==> src/rtl/cdb_arbiter_pkg.sv <==
// Shared constants and the result-entry layout carried by both source queues
// and the broadcast bus.
package cdb_arbiter_pkg;

   localparam int POS_W = 4;

   localparam logic SRC_ALU = 1'b0;
   localparam logic SRC_LSB = 1'b1;

   typedef struct packed {
      logic [POS_W-1:0] rob_pos;
      logic [31:0]      val;
      logic             jump;
      logic [31:0]      pc;
   } entry_t;

   localparam int ENTRY_W = $bits(entry_t);

   function automatic entry_t make_entry(input logic [POS_W-1:0] rob_pos,
                                         input logic [31:0]      val,
                                         input logic             jump,
                                         input logic [31:0]      pc);
      entry_t e;
      e.rob_pos = rob_pos;
      e.val     = val;
      e.jump    = jump;
      e.pc      = pc;
      return e;
   endfunction

endpackage

==> src/rtl/cdb_arbiter_queue.sv <==
// Small circular FIFO holding pending results for one bus source.
// Pointers wrap naturally; flush empties the queue in one cycle.
module result_queue #(
   parameter int QDEPTH = 2,
   parameter int WIDTH  = 69
) (
   input  logic             clk,
   input  logic             flush,
   input  logic             push,
   input  logic [WIDTH-1:0] din,
   input  logic             pop,
   output logic [WIDTH-1:0] dout,
   output logic             empty,
   output logic             full
);

   localparam int PTR_W = $clog2(QDEPTH);
   localparam logic [PTR_W:0] FULL_CNT = (PTR_W+1)'(QDEPTH);

   logic [WIDTH-1:0] mem [QDEPTH];
   logic [PTR_W-1:0] head;
   logic [PTR_W-1:0] tail;
   logic [PTR_W:0]   count;
   logic             do_push;
   logic             do_pop;

   assign empty   = (count == '0);
   assign full    = (count == FULL_CNT);
   assign do_push = push & ~full;
   assign do_pop  = pop & ~empty;
   assign dout    = mem[head];

   always_ff @(posedge clk) begin
      if (do_push && !flush) begin
         mem[tail] <= din;
      end
   end

   always_ff @(posedge clk) begin
      if (flush) begin
         head  <= '0;
         tail  <= '0;
         count <= '0;
      end else begin
         if (do_push) begin
            tail <= tail + 1'b1;
         end
         if (do_pop) begin
            head <= head + 1'b1;
         end
         // simultaneous push and pop leaves the fill level unchanged
         case ({do_push, do_pop})
            2'b10:   count <= count + 1'b1;
            2'b01:   count <= count - 1'b1;
            default: count <= count;
         endcase
      end
   end

endmodule

==> src/rtl/cdb_arbiter.sv <==
// Round-robin arbiter sharing the result-broadcast bus between the ALU and the
// load/store buffer, one registered broadcast per cycle.
module cdb_arbiter
   import cdb_arbiter_pkg::*;
#(
   parameter int QDEPTH = 2
) (
   input  logic             clk,
   input  logic             rst,
   input  logic             rdy,
   input  logic             rollback,
   input  logic             alu_valid,
   input  logic [POS_W-1:0] alu_rob_pos,
   input  logic [31:0]      alu_val,
   input  logic             alu_jump,
   input  logic [31:0]      alu_pc,
   output logic             alu_stall,
   input  logic             lsb_valid,
   input  logic [POS_W-1:0] lsb_rob_pos,
   input  logic [31:0]      lsb_val,
   output logic             lsb_stall,
   output logic             cdb_valid,
   output logic [POS_W-1:0] cdb_rob_pos,
   output logic [31:0]      cdb_val,
   output logic             cdb_jump,
   output logic [31:0]      cdb_pc,
   output logic             cdb_src,
   output logic             ovf_err
);

   logic   flush;
   logic   alu_push, lsb_push;
   logic   alu_pop, lsb_pop;
   logic   alu_empty, lsb_empty;
   logic   alu_full, lsb_full;
   logic   alu_ne, lsb_ne;
   logic   any_req, tie;
   logic   grant;
   logic   last_grant;
   entry_t alu_in, lsb_in;
   entry_t alu_head, lsb_head;
   entry_t win_head;

   assign flush = rst | rollback;

   assign alu_in = make_entry(alu_rob_pos, alu_val, alu_jump, alu_pc);
   assign lsb_in = make_entry(lsb_rob_pos, lsb_val, 1'b0, 32'h0);

   assign alu_stall = alu_full;
   assign lsb_stall = lsb_full;

   assign alu_push = rdy & ~flush & alu_valid & ~alu_full;
   assign lsb_push = rdy & ~flush & lsb_valid & ~lsb_full;

   assign alu_ne = ~alu_empty;
   assign lsb_ne = ~lsb_empty;

   always_comb begin
      any_req = alu_ne | lsb_ne;
      tie     = alu_ne & lsb_ne;
      grant   = SRC_ALU;
      if (tie) begin
         grant = ~last_grant;
      end else if (lsb_ne) begin
         grant = SRC_LSB;
      end
      win_head = (grant == SRC_LSB) ? lsb_head : alu_head;
   end

   assign alu_pop = rdy & ~flush & alu_ne & (grant == SRC_ALU);
   assign lsb_pop = rdy & ~flush & lsb_ne & (grant == SRC_LSB);

   result_queue #(.QDEPTH(QDEPTH), .WIDTH(ENTRY_W)) u_alu_q (
      .clk   (clk),
      .flush (flush),
      .push  (alu_push),
      .din   (alu_in),
      .pop   (alu_pop),
      .dout  (alu_head),
      .empty (alu_empty),
      .full  (alu_full)
   );

   result_queue #(.QDEPTH(QDEPTH), .WIDTH(ENTRY_W)) u_lsb_q (
      .clk   (clk),
      .flush (flush),
      .push  (lsb_push),
      .din   (lsb_in),
      .pop   (lsb_pop),
      .dout  (lsb_head),
      .empty (lsb_empty),
      .full  (lsb_full)
   );

   // last_grant only moves on a genuine contention so a lone source never
   // steals the next tie from the other one
   always_ff @(posedge clk) begin
      if (flush) begin
         cdb_valid   <= 1'b0;
         cdb_rob_pos <= '0;
         cdb_val     <= '0;
         cdb_jump    <= 1'b0;
         cdb_pc      <= '0;
         cdb_src     <= SRC_ALU;
         last_grant  <= SRC_LSB;
      end else if (rdy) begin
         cdb_valid <= any_req;
         if (any_req) begin
            cdb_rob_pos <= win_head.rob_pos;
            cdb_val     <= win_head.val;
            cdb_jump    <= win_head.jump;
            cdb_pc      <= win_head.pc;
            cdb_src     <= grant;
         end
         if (tie) begin
            last_grant <= grant;
         end
      end
   end

   // rollback discards the input but keeps the overflow history
   always_ff @(posedge clk) begin
      if (rst) begin
         ovf_err <= 1'b0;
      end else if (rdy && !rollback) begin
         if ((alu_valid && alu_full) || (lsb_valid && lsb_full)) begin
            ovf_err <= 1'b1;
         end
      end
   end

endmodule

==> config.mk <==
export PLATFORM = sky130hd
export DESIGN_NAME = cdb_arbiter
export DESIGN_NICKNAME = d
export VERILOG_FILES = /design/src/rtl/cdb_arbiter_pkg.sv /design/src/rtl/cdb_arbiter_queue.sv /design/src/rtl/cdb_arbiter.sv
export SDC_FILE = /design/constraint.sdc
export NUM_CORES = 1
export LEC_CHECK = 0
export BUFFER_PORTS_ARGS = -buffer_cell sky130_fd_sc_hd__buf_2
export CORE_ASPECT_RATIO = 1.25
export CORE_MARGIN = 5
export CORE_UTILIZATION = 62
export CTS_CLUSTER_SIZE = 25
export DETAILED_ROUTE_END_ITERATION = 6
export PLACE_DENSITY = 0.85
export SLEW_MARGIN = 10
export SYNTH_ARGS = -nofsm -noshare
export SYNTH_HDL_FRONTEND = slang
export SYNTH_HIERARCHICAL = 1
export SYNTH_SLANG_ARGS = --single-unit
==> constraint.sdc <==
create_clock -name clk -period 18.9 [get_ports clk]
set_clock_uncertainty 0.15 [all_clocks]
set_input_delay 1.89 -clock clk [delete_from_list [all_inputs] [get_ports clk]]
set_output_delay 1.89 -clock clk [all_outputs]
set_load 0.01 [all_outputs]
## Word-level counts from Yosys, hierarchy flattened

Memory sizes are Yosys's and may differ from the RTL's. A register that Yosys moved wholly into a read port is not among the register bits.
Cells that the tools add are included.

- Bits in registers: 81
- RAM bits: 210
- Bits of input ports: 111
- Memories: 2

Memories:

| name | words | width | read ports | clocked after Yosys merged registers in | write ports | line | RTL |
|---|---|---|---|---|---|---|---|
| u_alu_q.mem | 2 | 69 | 1 | 1 | 1 | cdb_arbiter_queue.sv:20 | `logic [WIDTH-1:0] mem [QDEPTH];` |
| u_lsb_q.mem | 2 | 36 | 1 | 1 | 1 | cdb_arbiter_queue.sv:20 |  |

- $add $sub $neg: 8
- Equal/unequal tests: 6
- Muxes and demuxes: 13
- Bitwise gates (word level): 23
- Reduce and logical (&&, ||, !) cells: 15

Operators with widths:

| kind | number |
|---|---|
| $mux 69 | 1 |
| $and 1x1->1 | 14 |
| $mux 1 | 10 |
| $eq 2x2->1 const B | 4 |
| $pmux 2 s2 | 2 |
| $not 1->1 | 7 |
| $reduce_and 2->1 | 3 |
| $logic_and 1x1->1 | 5 |
| $add 1x1->1 const B | 4 |
| $add 2x1->2 const B | 2 |
| $eq 2x1->1 const B | 2 |
| $logic_not 2->1 | 2 |
| $reduce_bool 2->1 | 2 |
| $sub 2x1->2 const B | 2 |
| $logic_not 1->1 | 2 |
| $or 1x1->1 | 2 |
| $logic_or 1x1->1 | 1 |

## Depth between registers and ports, before layout

- Word-level depth: 9
- Depth in mapped cells: 10
- Depth with buffers taken out: 8

## Modules after synthesis

The synthesis kept the hierarchy.

By module, submodules not included:

| module | instances | cells each | area each (µm²) | seq. area each (µm²) |
|---|---|---|---|---|
| result_queue | 2 | 240 | 5191.2 | 4244.1 |
| cdb_arbiter | 1 | 425 | 3357.0 | 1461.4 |

## Worst setup path after synthesis

OpenSTA, ideal clock, no wires.

- Path type: input-to-reg
- Start point: input port rst
- End point: memory u_alu_q.mem[1][0] (enable)
- Data arrival time: 7.772 ns
- Slack: 10.383 ns
- Stages on the path: 5
- Buffers on the path: 0
- Cells stage by stage: nor2_1 -> nand2_1 -> nor3b_1 -> nand2b_1 -> nor3b_1

- Word-level cells in the longest chain between the ends: 9

RTL lines:

| item | line | RTL |
|---|---|---|
| start, declared | cdb_arbiter.sv:9 | `input logic rst,` |
| $or 1x1->1 | cdb_arbiter.sv:44 | `assign flush = rst \| rollback;` |
| $not 1->1 | cdb_arbiter.sv:52 | `assign alu_push = rdy & ~flush & alu_valid & ~alu_full;` |
| $and 1x1->1 (3 in series) | cdb_arbiter.sv:52 |  |
| net alu_push | cdb_arbiter.sv:32 | `logic alu_push, lsb_push;` |
| $and 1x1->1 | cdb_arbiter_queue.sv:29 | `assign do_push = push & ~full;` |
| $logic_and 1x1->1 | cdb_arbiter_queue.sv:34 | `if (do_push && !flush) begin` |
| $mux 1 | cdb_arbiter_queue.sv:34 |  |
| $mux 1 (not written as such) | cdb_arbiter_queue.sv:35 | `mem[tail] <= din;` |
| end, declared | cdb_arbiter_queue.sv:20 |  |

The timed path passes the listed nets, and every way through them passes these cells.

## Worst setup path in the final report

- Start point: input port rst
- End point: memory u_lsb_q/mem[1][27] (netlist name) (enable)

- Word-level cells in the longest chain between the ends: 9

RTL lines:

| item | line | RTL |
|---|---|---|
| $or 1x1->1 | cdb_arbiter.sv:44 |  |
| $not 1->1 | cdb_arbiter.sv:53 | `assign lsb_push = rdy & ~flush & lsb_valid & ~lsb_full;` |
| $and 1x1->1 (3 in series) | cdb_arbiter.sv:53 |  |
| net lsb_push | cdb_arbiter.sv:32 |  |
| $and 1x1->1 | cdb_arbiter_queue.sv:29 |  |
| $logic_and 1x1->1 | cdb_arbiter_queue.sv:34 |  |
| $mux 1 | cdb_arbiter_queue.sv:34 |  |
| $mux 1 (not written as such) | cdb_arbiter_queue.sv:35 |  |
| end, declared | cdb_arbiter_queue.sv:20 |  |

The timed path passes the listed nets, and every way through them passes these cells.

==> run_results.csv <==
group,metric,value,unit
status,status,"finished, final reports clean",
power_and_ir_drop,pwr-share-seq,0.556,
synthesis,synth-seq-cells,359,
power_and_ir_drop,internal_power,1.24,mW
clock_network,path_clk_slew,0.06,ns
clock_network,clock_sinks,359,
timing,slew_viol_final,0,
timing,fin_setup_tns,0,ns
floorplan,die_y,176,um
clock_network,post_cts_buffers,0,
worst_setup_path,path_max_fanout,72,
cells_and_area,syn_to_final_growth,17.2,%
timing,hold_viol,0,
floorplan,die_x,143,um
place,gp_congestion,0.739,
power_and_ir_drop,p_per_area,95.3,nW/um^2
route,dr.first_iter.drc_count,867,
cells_and_area,fillerInstances,1333,
worst_setup_path,cpMaxStageDelayCell,"nor3b_2",
worst_setup_path,worstSetupStartpointType,"input pin",
timing,clock.fmax,193,MHz
worst_setup_path,ff2ff_path_depth,5,
clock_network,hold_buffers,0,
worst_hold_path,worst_hold_path.num_cells,2,
route,wirelength,30.1,mm
clock_network,clockBufferDepth,3,
clock_network,root_buffer,"clkbuf_16",
timing,fin_crit,5.18,ns
route,firstDrtPassIters,6,
timing,rsz0062_at_grt,"no",
place,place_hpwl,17.7,mm
worst_setup_path,max_stage_delay,1.04,ns
global_route,grt_pass1_vias,8671,
worst_setup_path,cp-end-kind,"flip-flop",
synthesis,synthCells,905,
worst_setup_path,worstPathArrival,5.16,ns
global_route,grt_pass1_wl,46.6,mm
floorplan,rows,61,
synthesis,synthDistinctLibCells,32,
timing,fin_crit_sh,0.274,
power_and_ir_drop,peakVddDrop,92.4,uV
floorplan,die_area,25300,um^2
route,antenna_left,0,
timing,setup_violations,0,
timing,relSlewSlack,0.130,
route,num_vias,8512,
timing,holdWs,0.321,ns
power_and_ir_drop,netSwitchingFraction,0.193,
floorplan,start_util,0.623,
global_route,grt_usage,0.236,
cells_and_area,drive_above_1_share,0.225,
route,drt-vias-per-instance,5.91,
place,numPortBuffers,184,
worst_setup_path,cp.depth,8,
worst_setup_path,cp_top_family,"simple AND/OR/NAND/NOR gates",
cells_and_area,n_antenna_cell,0,
global_route,grt_overflow,0,
power_and_ir_drop,clkPwrFrac,0.421,
synthesis,ys.warnings.count,6,
worst_setup_path,crit_required,18.88,ns
cells_and_area,layout.nets,1246,
power_and_ir_drop,leakage,5.95,nW
worst_setup_path,path_cells,"buf_2 > nor2_4 > buf_4 > nand2_1 > nor3b_1 > nand2b_1 > nor3b_2 > buf_4",
global_route,grt_max_degree,73,
synthesis,synth_area,13700,um^2
timing,tightest_slew,1.30,ns
worst_setup_path,worst_path_most_repeated_cell,"buf_4",
synthesis,synth_seq_area_share,0.724,
synthesis,synth_area_per_cell,15.2,um^2
floorplan,io_pins,185,
clock_network,cts_resized,0,
clock_network,htreeDepth,2,
clock_network,cts_buffers,34,
worst_hold_path,hp-class,"reg -> reg",
job,maxCapViolCount,0,
route,wl_per_cell,20.9,um
global_route,antenna_found_initial,0,
power_and_ir_drop,p_comb_frac,0.023,
floorplan,fp.coreArea,22100,um^2
worst_setup_path,critPathKind,"in -> reg",
power_and_ir_drop,power.switching,0.296,mW
route,drc,0,
worst_setup_path,crit_buf_inv,3,
clock_network,cts_tree,"done",
clock_network,clkLatencyLatePin,0.51,ns
-- cells by family (layout without fill, tap and decap cells) --
family                   Yosys count  after routing  share of synthesized area
XOR/XNOR                           7              7                    0.00446
AND/OR/NAND/NOR                   32             32                     0.0126
flip-flops                       359            359                      0.724
multiplexers                     138            138                      0.113
adder cells (fa/ha/maj)            2              2                    0.00182
AO/OA/AOI/OAI                    293            293                      0.115
buffers and inverters             73            261                     0.0286
other                              1             66                   0.000273
-- metal layers --
metal / GRT usage / share of wire / vias to the layer above
li1: - / - / 3873
met1: 0.310 / 0.38 / 4200
met5: 0 / 0 / -
met2: 0.399 / 0.51 / 371
met4: 0.0796 / 0.033 / 0
met3: 0.0444 / 0.075 / 68
-- flip-flops by register name, summed over array words and instances, names as in the netlist, named ones only --
register       count
u_alu_q/count      2
last_grant         1
ovf_err            1
cdb_src            1
u_alu_q/mem      138
cdb_jump           1
u_lsb_q/mem      138
cdb_val           32
u_lsb_q/head       1
cdb_valid          1
u_lsb_q/tail       1
u_alu_q/tail       1
cdb_pc            32
u_alu_q/head       1
u_lsb_q/count      2
cdb_rob_pos        4
-- Yosys cell counts, drive strengths merged --
cell type	instances	area share
a21bo	1	0.00073
xor2	2	0.0013
a211oi	1	0.00055
o21ai	142	0.052
a32oi	1	0.00064
nand2	2	0.00055
inv	5	0.0014
nor2b	2	0.00091
a31oi	70	0.032
or3	4	0.0018
o21a	2	0.0011
a22o	1	0.00064
a21oi	74	0.027
nand2b	4	0.0018
dfxtp	83	0.12
xnor2	5	0.0032
a21boi	1	0.00082
and2b	1	0.00064
conb	1	0.00027
nor3b	5	0.0027
mux2	138	0.11
ha	2	0.0018
buf	36	0.018
nor2	11	0.0030
edfxtp	276	0.60
nor3	3	0.0011
clkbuf	32	0.0087
-- worst paths after layout --
| check | start | slack, ns | endpoint |
|---|---|---|---|
| worst max-delay path | rst | 13.72 | u_lsb_q/mem[1][27] |
| worst min register to register | ovf_err | 0.32 | ovf_err |
| worst min-delay path | ovf_err | 0.32 | ovf_err |
| worst max register to register | u_lsb_q/count[0] | 15.44 | u_lsb_q/mem[1][27] |
-- power by group through the flow --
stage          combinational [mW]  clock, mW  sequential (mW)
2_1_floorplan              0.0128          0            0.871
3_3_place_gp               0.0326          0            0.870
3_5_place_dp               0.0341          0            0.870
4_1_cts                    0.0345      0.656            0.853
5_1_grt                    0.0387      0.692            0.852
6_report                   0.0352      0.646            0.853
-- per-stage QoR --
step | cells | setup slack (ns) | power [mW] | utilization | cell area [um^2]
after floorplan | 970 | 10.38 | 0.883 | - | 14000
after global placement | 1380 | 13.33 | 0.902 | 0.681 | 15000
after detailed placement | 1380 | 13.24 | 0.904 | 0.681 | 15000
after CTS | 1441 | 13.75 | 1.54 | 0.730 | 16100
after global routing | 1441 | 13.55 | 1.58 | 0.730 | 16100
final | 1441 | 13.72 | 1.53 | 0.730 | 16100
-- layout make-up --
type | instances | area [um^2] | share of cell area
clock inverters | 22 | 159 | 0.00987
clock buffers | 39 | 911 | 0.0566
multi-input cells | 538 | 3700 | 0.230
well taps | 283 | 354 | 0.0220
inverters | 5 | 18.8 | 0.00117
flip-flops and latches | 359 | 9960 | 0.618
repair buffers | 195 | 1000 | 0.0623
-- placed cells by master (no fill, tap or decap), drive strengths merged, types with 3 or more instances in the layout --
| cell type | Yosys | routed |
|---|---|---|
| edfxtp | 276 | 276 |
| buf | 36 | 195 |
| o21ai | 142 | 142 |
| mux2 | 138 | 138 |
| dfxtp | 83 | 83 |
| a21oi | 74 | 74 |
| a31oi | 70 | 70 |
| conb | 1 | 66 |
| clkbuf | 32 | 39 |
| clkinv | 0 | 18 |
| nor2 | 11 | 11 |
| inv | 5 | 6 |
| xnor2 | 5 | 5 |
| nor3b | 5 | 5 |
| or3 | 4 | 4 |
| nand2b | 4 | 4 |
| nor3 | 3 | 3 |
-- tightest hold or removal path, stage by stage, from the launching register on --
cell	delay, ns
dfxtp_1	0.32
a31oi_1	0.04
nor2_1	0.07
No activity file was read; power rests on OpenSTA's default activity.
